<file path="config.mk">
export PLATFORM = sky130hd
export DESIGN_NAME = instr_fetch_queue_flat
export DESIGN_NICKNAME = d
export VERILOG_FILES = /design/src/rtl/instr_fetch_queue_if.sv /design/src/rtl/instr_fetch_queue.sv /design/src/flat_wrapper.sv
export SDC_FILE = /design/constraint.sdc
export NUM_CORES = 1
export LEC_CHECK = 0
export ABC_AREA = 1
export CAP_MARGIN = 20
export CORE_MARGIN = 2
export CORE_UTILIZATION = 54
export DETAILED_ROUTE_END_ITERATION = 7
export HOLD_SLACK_MARGIN = 0.1
export PLACE_DENSITY = 0.77
export SYNTH_ARGS = -nofsm -noshare
export SYNTH_HDL_FRONTEND = slang
export SYNTH_SLANG_ARGS = --single-unit
</file>
<file path="constraint.sdc">
create_clock -name CLK -period 7.9 [get_ports CLK]
set_input_delay 1.58 -clock CLK [delete_from_list [all_inputs] [get_ports CLK]]
set_output_delay 1.58 -clock CLK [all_outputs]
set_load 0.03 [all_outputs]
</file>
<file path="src/rtl/instr_fetch_queue_if.sv">
// ----------------------------------------------------------------------------
// instr_fetch_queue_if
//   Bundles the fetch-queue signals: the instruction-memory address/data pair,
//   the branch redirect from EX/MEM, the decode dequeue handshake and the head
//   entry presented to the IF/ID register.
//
//   slave  modport : the fetch queue itself
//   master modport : the environment (memory, EX/MEM, decode)
//
//   Signals
//     startpc     fetch PC loaded while reset is high
//     imem_addr   instruction-memory address (= fetch PC)
//     imem_data   instruction at imem_addr, same cycle
//     redirect    branch taken: flush and refetch at redirect_pc
//     redirect_pc redirect target
//     deq         decode accepts the head entry
//     out_valid   head entry valid
//     out_instr   head instruction (0 when !out_valid)
//     out_pc      head PC (0 when !out_valid)
//     count       occupied entries
//     flush_count / full_stalls   only when IFQ_PERF_EN is defined
// ----------------------------------------------------------------------------
interface instr_fetch_queue_if #(
    parameter int DEPTH   = 4,
    parameter int ADDR_W  = 64,
    parameter int INSTR_W = 32
);
    localparam int CNT_W = $clog2(DEPTH + 1);

    logic [ADDR_W-1:0]  startpc;
    logic [ADDR_W-1:0]  imem_addr;
    logic [INSTR_W-1:0] imem_data;
    logic               redirect;
    logic [ADDR_W-1:0]  redirect_pc;
    logic               deq;
    logic               out_valid;
    logic [INSTR_W-1:0] out_instr;
    logic [ADDR_W-1:0]  out_pc;
    logic [CNT_W-1:0]   count;
`ifdef IFQ_PERF_EN
    logic [31:0]        flush_count;
    logic [31:0]        full_stalls;
`endif

    modport slave (
        input  startpc, imem_data, redirect, redirect_pc, deq,
        output imem_addr, out_valid, out_instr, out_pc, count
`ifdef IFQ_PERF_EN
        , output flush_count, full_stalls
`endif
    );

    modport master (
        output startpc, imem_data, redirect, redirect_pc, deq,
        input  imem_addr, out_valid, out_instr, out_pc, count
`ifdef IFQ_PERF_EN
        , input flush_count, full_stalls
`endif
    );
endinterface

</file>
<file path="src/rtl/instr_fetch_queue.sv">
// ----------------------------------------------------------------------------
// instr_fetch_queue
//   Fetch stage plus prefetch FIFO in front of the IF/ID register. Owns the
//   fetch PC, drives the combinational instruction-memory address and buffers
//   {pc, instruction} pairs. Decode pops the head with deq; a branch redirect
//   flushes the queue and restarts fetch at the target.
//
//   Ports
//     CLK    clock, all state on posedge
//     reset  synchronous, active-high
//     bus    instr_fetch_queue_if.slave (memory, redirect, decode handshake)
//
//   Optional feature macro: IFQ_PERF_EN
//     Adds saturating 32-bit flush_count and full_stalls counters on the bus.
// ----------------------------------------------------------------------------
module instr_fetch_queue #(
    parameter int DEPTH   = 4,
    parameter int ADDR_W  = 64,
    parameter int INSTR_W = 32
) (
    input logic                    CLK,
    input logic                    reset,
    instr_fetch_queue_if.slave     bus
);
    localparam int PTR_W = $clog2(DEPTH);
    localparam int CNT_W = $clog2(DEPTH + 1);

    logic [ADDR_W-1:0]  r_fetch_pc;
    logic [PTR_W-1:0]   r_rd_ptr;
    logic [PTR_W-1:0]   r_wr_ptr;
    logic [CNT_W-1:0]   r_count;
    logic [ADDR_W-1:0]  r_mem_pc    [DEPTH];
    logic [INSTR_W-1:0] r_mem_instr [DEPTH];

    logic               w_head_vld;
    logic               w_not_full;
    logic               w_pop;
    logic               w_push;
    logic [CNT_W-1:0]   w_count_next;

    function automatic logic [31:0] sat_inc32(input logic [31:0] v);
        return (v == 32'hFFFF_FFFF) ? v : v + 32'd1;
    endfunction

    assign w_head_vld = (r_count != '0);
    assign w_not_full = (r_count != CNT_W'(DEPTH));
    // Redirect suppresses both sides; a full queue may still push when the
    // head leaves in the same cycle.
    assign w_pop      = bus.deq && w_head_vld && !bus.redirect;
    assign w_push     = !bus.redirect && (w_not_full || w_pop);
    assign w_count_next = r_count + CNT_W'(w_push) - CNT_W'(w_pop);

    // Control state: fetch PC, pointers, occupancy
    always_ff @(posedge CLK) begin
        if (reset) begin
            r_fetch_pc <= bus.startpc;
            r_rd_ptr   <= '0;
            r_wr_ptr   <= '0;
            r_count    <= '0;
        end else if (bus.redirect) begin
            r_fetch_pc <= bus.redirect_pc;
            r_rd_ptr   <= '0;
            r_wr_ptr   <= '0;
            r_count    <= '0;
        end else begin
            if (w_push) begin
                r_wr_ptr   <= r_wr_ptr + PTR_W'(1);
                r_fetch_pc <= r_fetch_pc + ADDR_W'(4);
            end
            if (w_pop) begin
                r_rd_ptr <= r_rd_ptr + PTR_W'(1);
            end
            r_count <= w_count_next;
        end
    end

    // Entry storage is data only; stale contents after a flush are never
    // visible because occupancy gates the outputs.
    always_ff @(posedge CLK) begin
        if (!reset && w_push) begin
            r_mem_pc[r_wr_ptr]    <= r_fetch_pc;
            r_mem_instr[r_wr_ptr] <= bus.imem_data;
        end
    end

    assign bus.imem_addr = r_fetch_pc;
    assign bus.out_valid = w_head_vld;
    assign bus.out_instr = w_head_vld ? r_mem_instr[r_rd_ptr] : '0;
    assign bus.out_pc    = w_head_vld ? r_mem_pc[r_rd_ptr]    : '0;
    assign bus.count     = r_count;

`ifdef IFQ_PERF_EN
    logic [31:0] r_flush_count;
    logic [31:0] r_full_stalls;

    always_ff @(posedge CLK) begin
        if (reset) begin
            r_flush_count <= '0;
            r_full_stalls <= '0;
        end else begin
            if (bus.redirect) begin
                r_flush_count <= sat_inc32(r_flush_count);
            end
            if (!w_not_full && !bus.deq && !bus.redirect) begin
                r_full_stalls <= sat_inc32(r_full_stalls);
            end
        end
    end

    assign bus.flush_count = r_flush_count;
    assign bus.full_stalls = r_full_stalls;
`endif

endmodule
</file>
<file path="src/flat_wrapper.sv">
// flat-port wrapper written by rule: the top's interface ports become plain ports
module instr_fetch_queue_flat 
#(
    parameter int DEPTH   = 4,
    parameter int ADDR_W  = 64,
    parameter int INSTR_W = 32
)
  (CLK, reset, bus_startpc, bus_imem_data, bus_redirect, bus_redirect_pc, bus_deq, bus_imem_addr, bus_out_valid, bus_out_instr, bus_out_pc, bus_count);
  instr_fetch_queue_if #(.DEPTH(DEPTH), .ADDR_W(ADDR_W), .INSTR_W(INSTR_W)) bus_i ();
  input logic CLK;
  input logic reset;
  input wire logic [$bits(bus_i.startpc)-1:0] bus_startpc;
  input wire logic [$bits(bus_i.imem_data)-1:0] bus_imem_data;
  input wire logic [$bits(bus_i.redirect)-1:0] bus_redirect;
  input wire logic [$bits(bus_i.redirect_pc)-1:0] bus_redirect_pc;
  input wire logic [$bits(bus_i.deq)-1:0] bus_deq;
  output wire logic [$bits(bus_i.imem_addr)-1:0] bus_imem_addr;
  output wire logic [$bits(bus_i.out_valid)-1:0] bus_out_valid;
  output wire logic [$bits(bus_i.out_instr)-1:0] bus_out_instr;
  output wire logic [$bits(bus_i.out_pc)-1:0] bus_out_pc;
  output wire logic [$bits(bus_i.count)-1:0] bus_count;
  assign bus_i.startpc = bus_startpc;
  assign bus_i.imem_data = bus_imem_data;
  assign bus_i.redirect = bus_redirect;
  assign bus_i.redirect_pc = bus_redirect_pc;
  assign bus_i.deq = bus_deq;
  assign bus_imem_addr = bus_i.imem_addr;
  assign bus_out_valid = bus_i.out_valid;
  assign bus_out_instr = bus_i.out_instr;
  assign bus_out_pc = bus_i.out_pc;
  assign bus_count = bus_i.count;
  instr_fetch_queue #(.DEPTH(DEPTH), .ADDR_W(ADDR_W), .INSTR_W(INSTR_W)) u_core (.CLK(CLK), .reset(reset), .bus(bus_i));
endmodule
</file>
# After elaboration in Yosys (flattened, before gate mapping)
# Memories as Yosys holds them, arrays and structs flattened. A register that Yosys moved wholly into a read port is not among the register bits.
# Index checks and enable logic that the tools add are counted.
# classes
add_sub_neg,5
reduce_logical,10
eq_ne,1
mux,11
# ops
cell,count
$mux 64,4
$add 64x3->64 const B,1
$mux 32,1
$mux 2,4
$reduce_bool 3->1,2
$add 2x1->2 const B,2
$logic_and 1x1->1,4
$add 3x1->3,1
$ne 3x3->1 const B,1
$sub 3x1->3,1
$logic_not 1->1,2
$mux 1,2
$reduce_or 2->1,1
$logic_or 1x1->1,1
# word_totals
wordCells,33
out_inout_bits,164
mem_bits_rw,384
register_bits,71
inputBits,164
mem_count,2
# mem_list
name,words,width,read_ports,rd_ports_with_merged_regs,wr,line,text
u_core.r_mem_pc,4,64,1,1,1,instr_fetch_queue.sv:32,logic [ADDR_W-1:0] r_mem_pc [DEPTH];
u_core.r_mem_instr,4,32,1,1,1,instr_fetch_queue.sv:33,logic [INSTR_W-1:0] r_mem_instr [DEPTH];

# Logic depth before layout (Yosys ltp)
# depth
ltp_word,8
ltp_mapped,11

# Least setup slack after synthesis
# No wires, ideal clock.
# synth_timing
path_kind,input to register
start,input port bus_redirect
end,memory u_core.r_mem_instr[0][0] (enable)
required_time_ns,7.349
arrival_time_ns,6.090
n_path_buf,1
setup_slack_ns,1.259
cell_stages,4
setup_time_ns,0.551
cell_sequence,nor2_1 > buf_2 > nand2_1 > nor2_1
# synth_via
elab_chain_len,7
# synth_rtl
element,line,text
from (decl),flat_wrapper.sv:14,input wire logic [$bits(bus_i.redirect)-1:0] bus_redirect;
$logic_not 1->1 *,"instr_fetch_queue.sv:49, instr_fetch_queue.sv:50",
$logic_and 1x1->1,instr_fetch_queue.sv:49,assign w_pop = bus.deq && w_head_vld && !bus.redirect;
$logic_or 1x1->1,instr_fetch_queue.sv:50,assign w_push = !bus.redirect && (w_not_full || w_pop);
$logic_and 1x1->1 *,instr_fetch_queue.sv:50,
$logic_and 1x1->1 *,instr_fetch_queue.sv:80,if (!reset && w_push) begin
$mux 1 *,instr_fetch_queue.sv:80,
$mux 1 (implied by the code) *,instr_fetch_queue.sv:82,r_mem_instr[r_wr_ptr] <= bus.imem_data;
to (decl),instr_fetch_queue.sv:33,
# Mark *: on every way between the ends. The rest lies on a longest branch, timed or not.

==> flow_summary.ini <==
[outcome]
status = complete, no violations

[setup_path]
worst_ep_arrival_time_ps = 3800
critical_path.max_fanout = 98
worst_ep_required_time_ps = 6320
cp-end-kind = output pin
critPathKind = reg -> out
start_kind = flop
rr_startpoint = u_core.bus.count[1]$_SDFF_PP0_
setup.reg_to_reg.worst_slack_ps = 4860

[synth]
synthesis.area_per_instance_um2 = 10.1
syn-num-nets = 2200
synth_area_mm2 = 0.0206
synth.lib_cells_used.distinct = 27
yosys_register_bits = 457
synthCells = 2028
synth_sequential_area_ratio_pct = 66.3
synth_warnings = 0

[clock_network]
clock_path_buffers = 3
cts-buffers-inserted = 45
clock_tree.root_cell = clkbuf_16
cts-htree-levels = 2
cts_hold_buf = 0
post_cts.repair.setup_buffers = 0
cts.sinks = 457
skew_pair_late_insertion_delay_ps = 560
number_of_gates_resized_after_cts = 0
path_clk_slew_ps = 60
tritoncts = yes

[timing]
totalNegativeSetupSlack_ps = 0
period_needed_ps = 5380
clock-skew-final_ps = 14.4
whs_ps = 480
rsz0062_at_grt = no
slew_headroom_pct = 30.5
slew_viol_final = 0
setup_viol = 0
fmaxAchievable_mhz = 186
hold_viol = 0
timing_worst_slew_pin_value_ps = 1040
final_min_period_over_clock_period_pct = 68.1

[global_routing]
globalRouteMet2Util_pct = 46.5
grt_use_met3_pct = 5.25
via_count_of_the_first_global_routing_pass = 15500
global_route_wire_length_before_repair_um = 86700
grt_start_max_net_pins = 129
antenna_found_initial = 0
remaining_global_route_overflow = 0
grt_usage_pct = 29.0
top_usage_layer = met2
gr-usage-met1_pct = 39.5

[power]
power.ir.vdd_worst_mv = 0.149
powerDensity_mw_per_mm2 = 222
leakage_nw = 9.24

[finish]
multi_input_comb_area_mm2 = 0.00616
syn2layout_area_growth_pct = 25.2
fin_util_pct = 68.6
layout-drive-gt1-share_pct = 5.80
finalNetCount = 2499
fillerInstances = 2760
insertedDiodeCount = 0
ff_latch_area_mm2 = 0.0136

[placement]
gpl_congestion = 0.970
post-dp-hpwl_um = 37400
buffer_ports.inserted = 327

[floorplanning]
core-area_mm2 = 0.0376
initial_core_utilization_pct = 54.8
number_of_placement_rows = 71
die_y_um = 199
die_width_um = 199
ios = 328
floorplan.die_area_mm2 = 0.0397

[min_path]
min-delay-path-class = reg -> reg
timing.hold.worst.start = u_core.r_rd_ptr[0]$_SDFFE_PP0P_

[drt]
first_pass_iters = 5
wirelength_um = 57900
detail_route.wl_per_cell_um = 20.1
route.detailed.drc = 0
drt_iter0_markers = 1458
vias = 16100
avg_vias_per_cell = 5.61
ant_nets = 0

[run]
drv.max_cap_violation_count = 0
metal layers:
| metal | vias to the layer above | part of all wire [%] |
|---|---|---|
| met3 | 144 | 9.1 |
| li1 | 7512 | - |
| met4 | 0 | 3.8 |
| met1 | 7576 | 40 |
| met2 | 888 | 47 |
| met5 | - | 0 |
Yosys cell counts (all sizes together):
cell,instances,area [um2]
nand2,332,1270
fa,1,20.0
o211ai,13,97.6
inv,107,402
xnor2,6,52.6
nand3,121,606
clkinv,2,7.51
o21bai,31,233
dfxtp,9,180
a21oi,101,505
edfxtp,448,13500
xor2,14,123
nand4,6,37.5
o21ai,208,1040
nor2,518,2000
nand3b,1,7.51
buf,50,236
ha,7,87.6
nor3,3,25.0
clkbuf,50,188
cell usage in the layout (no fill, tap or decap), types with 22 or more instances in the layout:
master | synthesis | routed
nor2_1 | 504 | 499
buf_4 | 0 | 22
nand2_1 | 322 | 321
edfxtp_1 | 448 | 448
o21ai_0 | 200 | 200
clkbuf_16 | 0 | 45
o21bai_1 | 31 | 31
clkdlybuf4s50_1 | 0 | 325
nand3_1 | 121 | 121
inv_1 | 100 | 100
a21oi_1 | 101 | 101
critical path, stage by stage (launching register included):
cell	delay, ps
dfxtp_4	350
buf_4	200
buf_16	350
buf_4	790
nor2_1	110
nor2_1	120
o21ai_0	90
a21oi_1	360
clkdlybuf4s50_1	770
sequential cells by signal, indices dropped and copies added, names as in the netlist, named ones only:
signal,flops
u_core.r_mem_pc,256
u_core.r_mem_instr,128
u_core.bus.imem_addr,64
u_core.bus.count,3
u_core.r_rd_ptr,2
u_core.r_wr_ptr,2
cells by family (layout without fill, tap and decap cells):
family	after synthesis	after routing	synth area share (%)
xor gates and xnor gates	20	20	0.851
AOI/OAI and AO/OA	353	353	9.12
adders and majority gates	8	8	0.523
DFF	457	457	66.3
and+or+nand+nor	981	981	19.2
buffers and inverters	209	544	4.05
cell type report:
type / instances / share of cell area [%]
clock buffer: 57 / 4.58
clock inverter: 26 / 0.869
tap: 511 / 2.48
inverter: 109 / 1.61
timing repair buffer: 352 / 13.6
multi-input combinational: 1362 / 23.9
sequential: 457 / 52.9
path summary, 6_finish.rpt:
| path | depth (start not counted) | end |
|---|---|---|
| max reg2reg | 6 | u_core.r_mem_pc[1][48]$_DFFE_PP_ |
| min | 1 | flop |
| min reg2reg | 1 | flop |
| max | 8 | bus_out_pc[34] |
power by group:
part           switching, W  total [W]  internal [W]
combinational      0.000456   0.000750      0.000294
sequential         0.000133    0.00293       0.00279
clock              0.000888    0.00205       0.00116
total               0.00148    0.00573       0.00425
metrics by stage:
step                      worst slack, ps  total power (W)  instance area (um2)  instances
final                                2520          0.00573                25800       2874
after global routing                 2410          0.00590                25800       2874
after CTS                            2190          0.00575                25700       2872
after detailed placement             2780          0.00372                24300       2789
after global placement               2820          0.00370                24300       2788
after floorplan                      1260          0.00331                20600       2028
No activity file was read; power rests on OpenSTA's default activity.
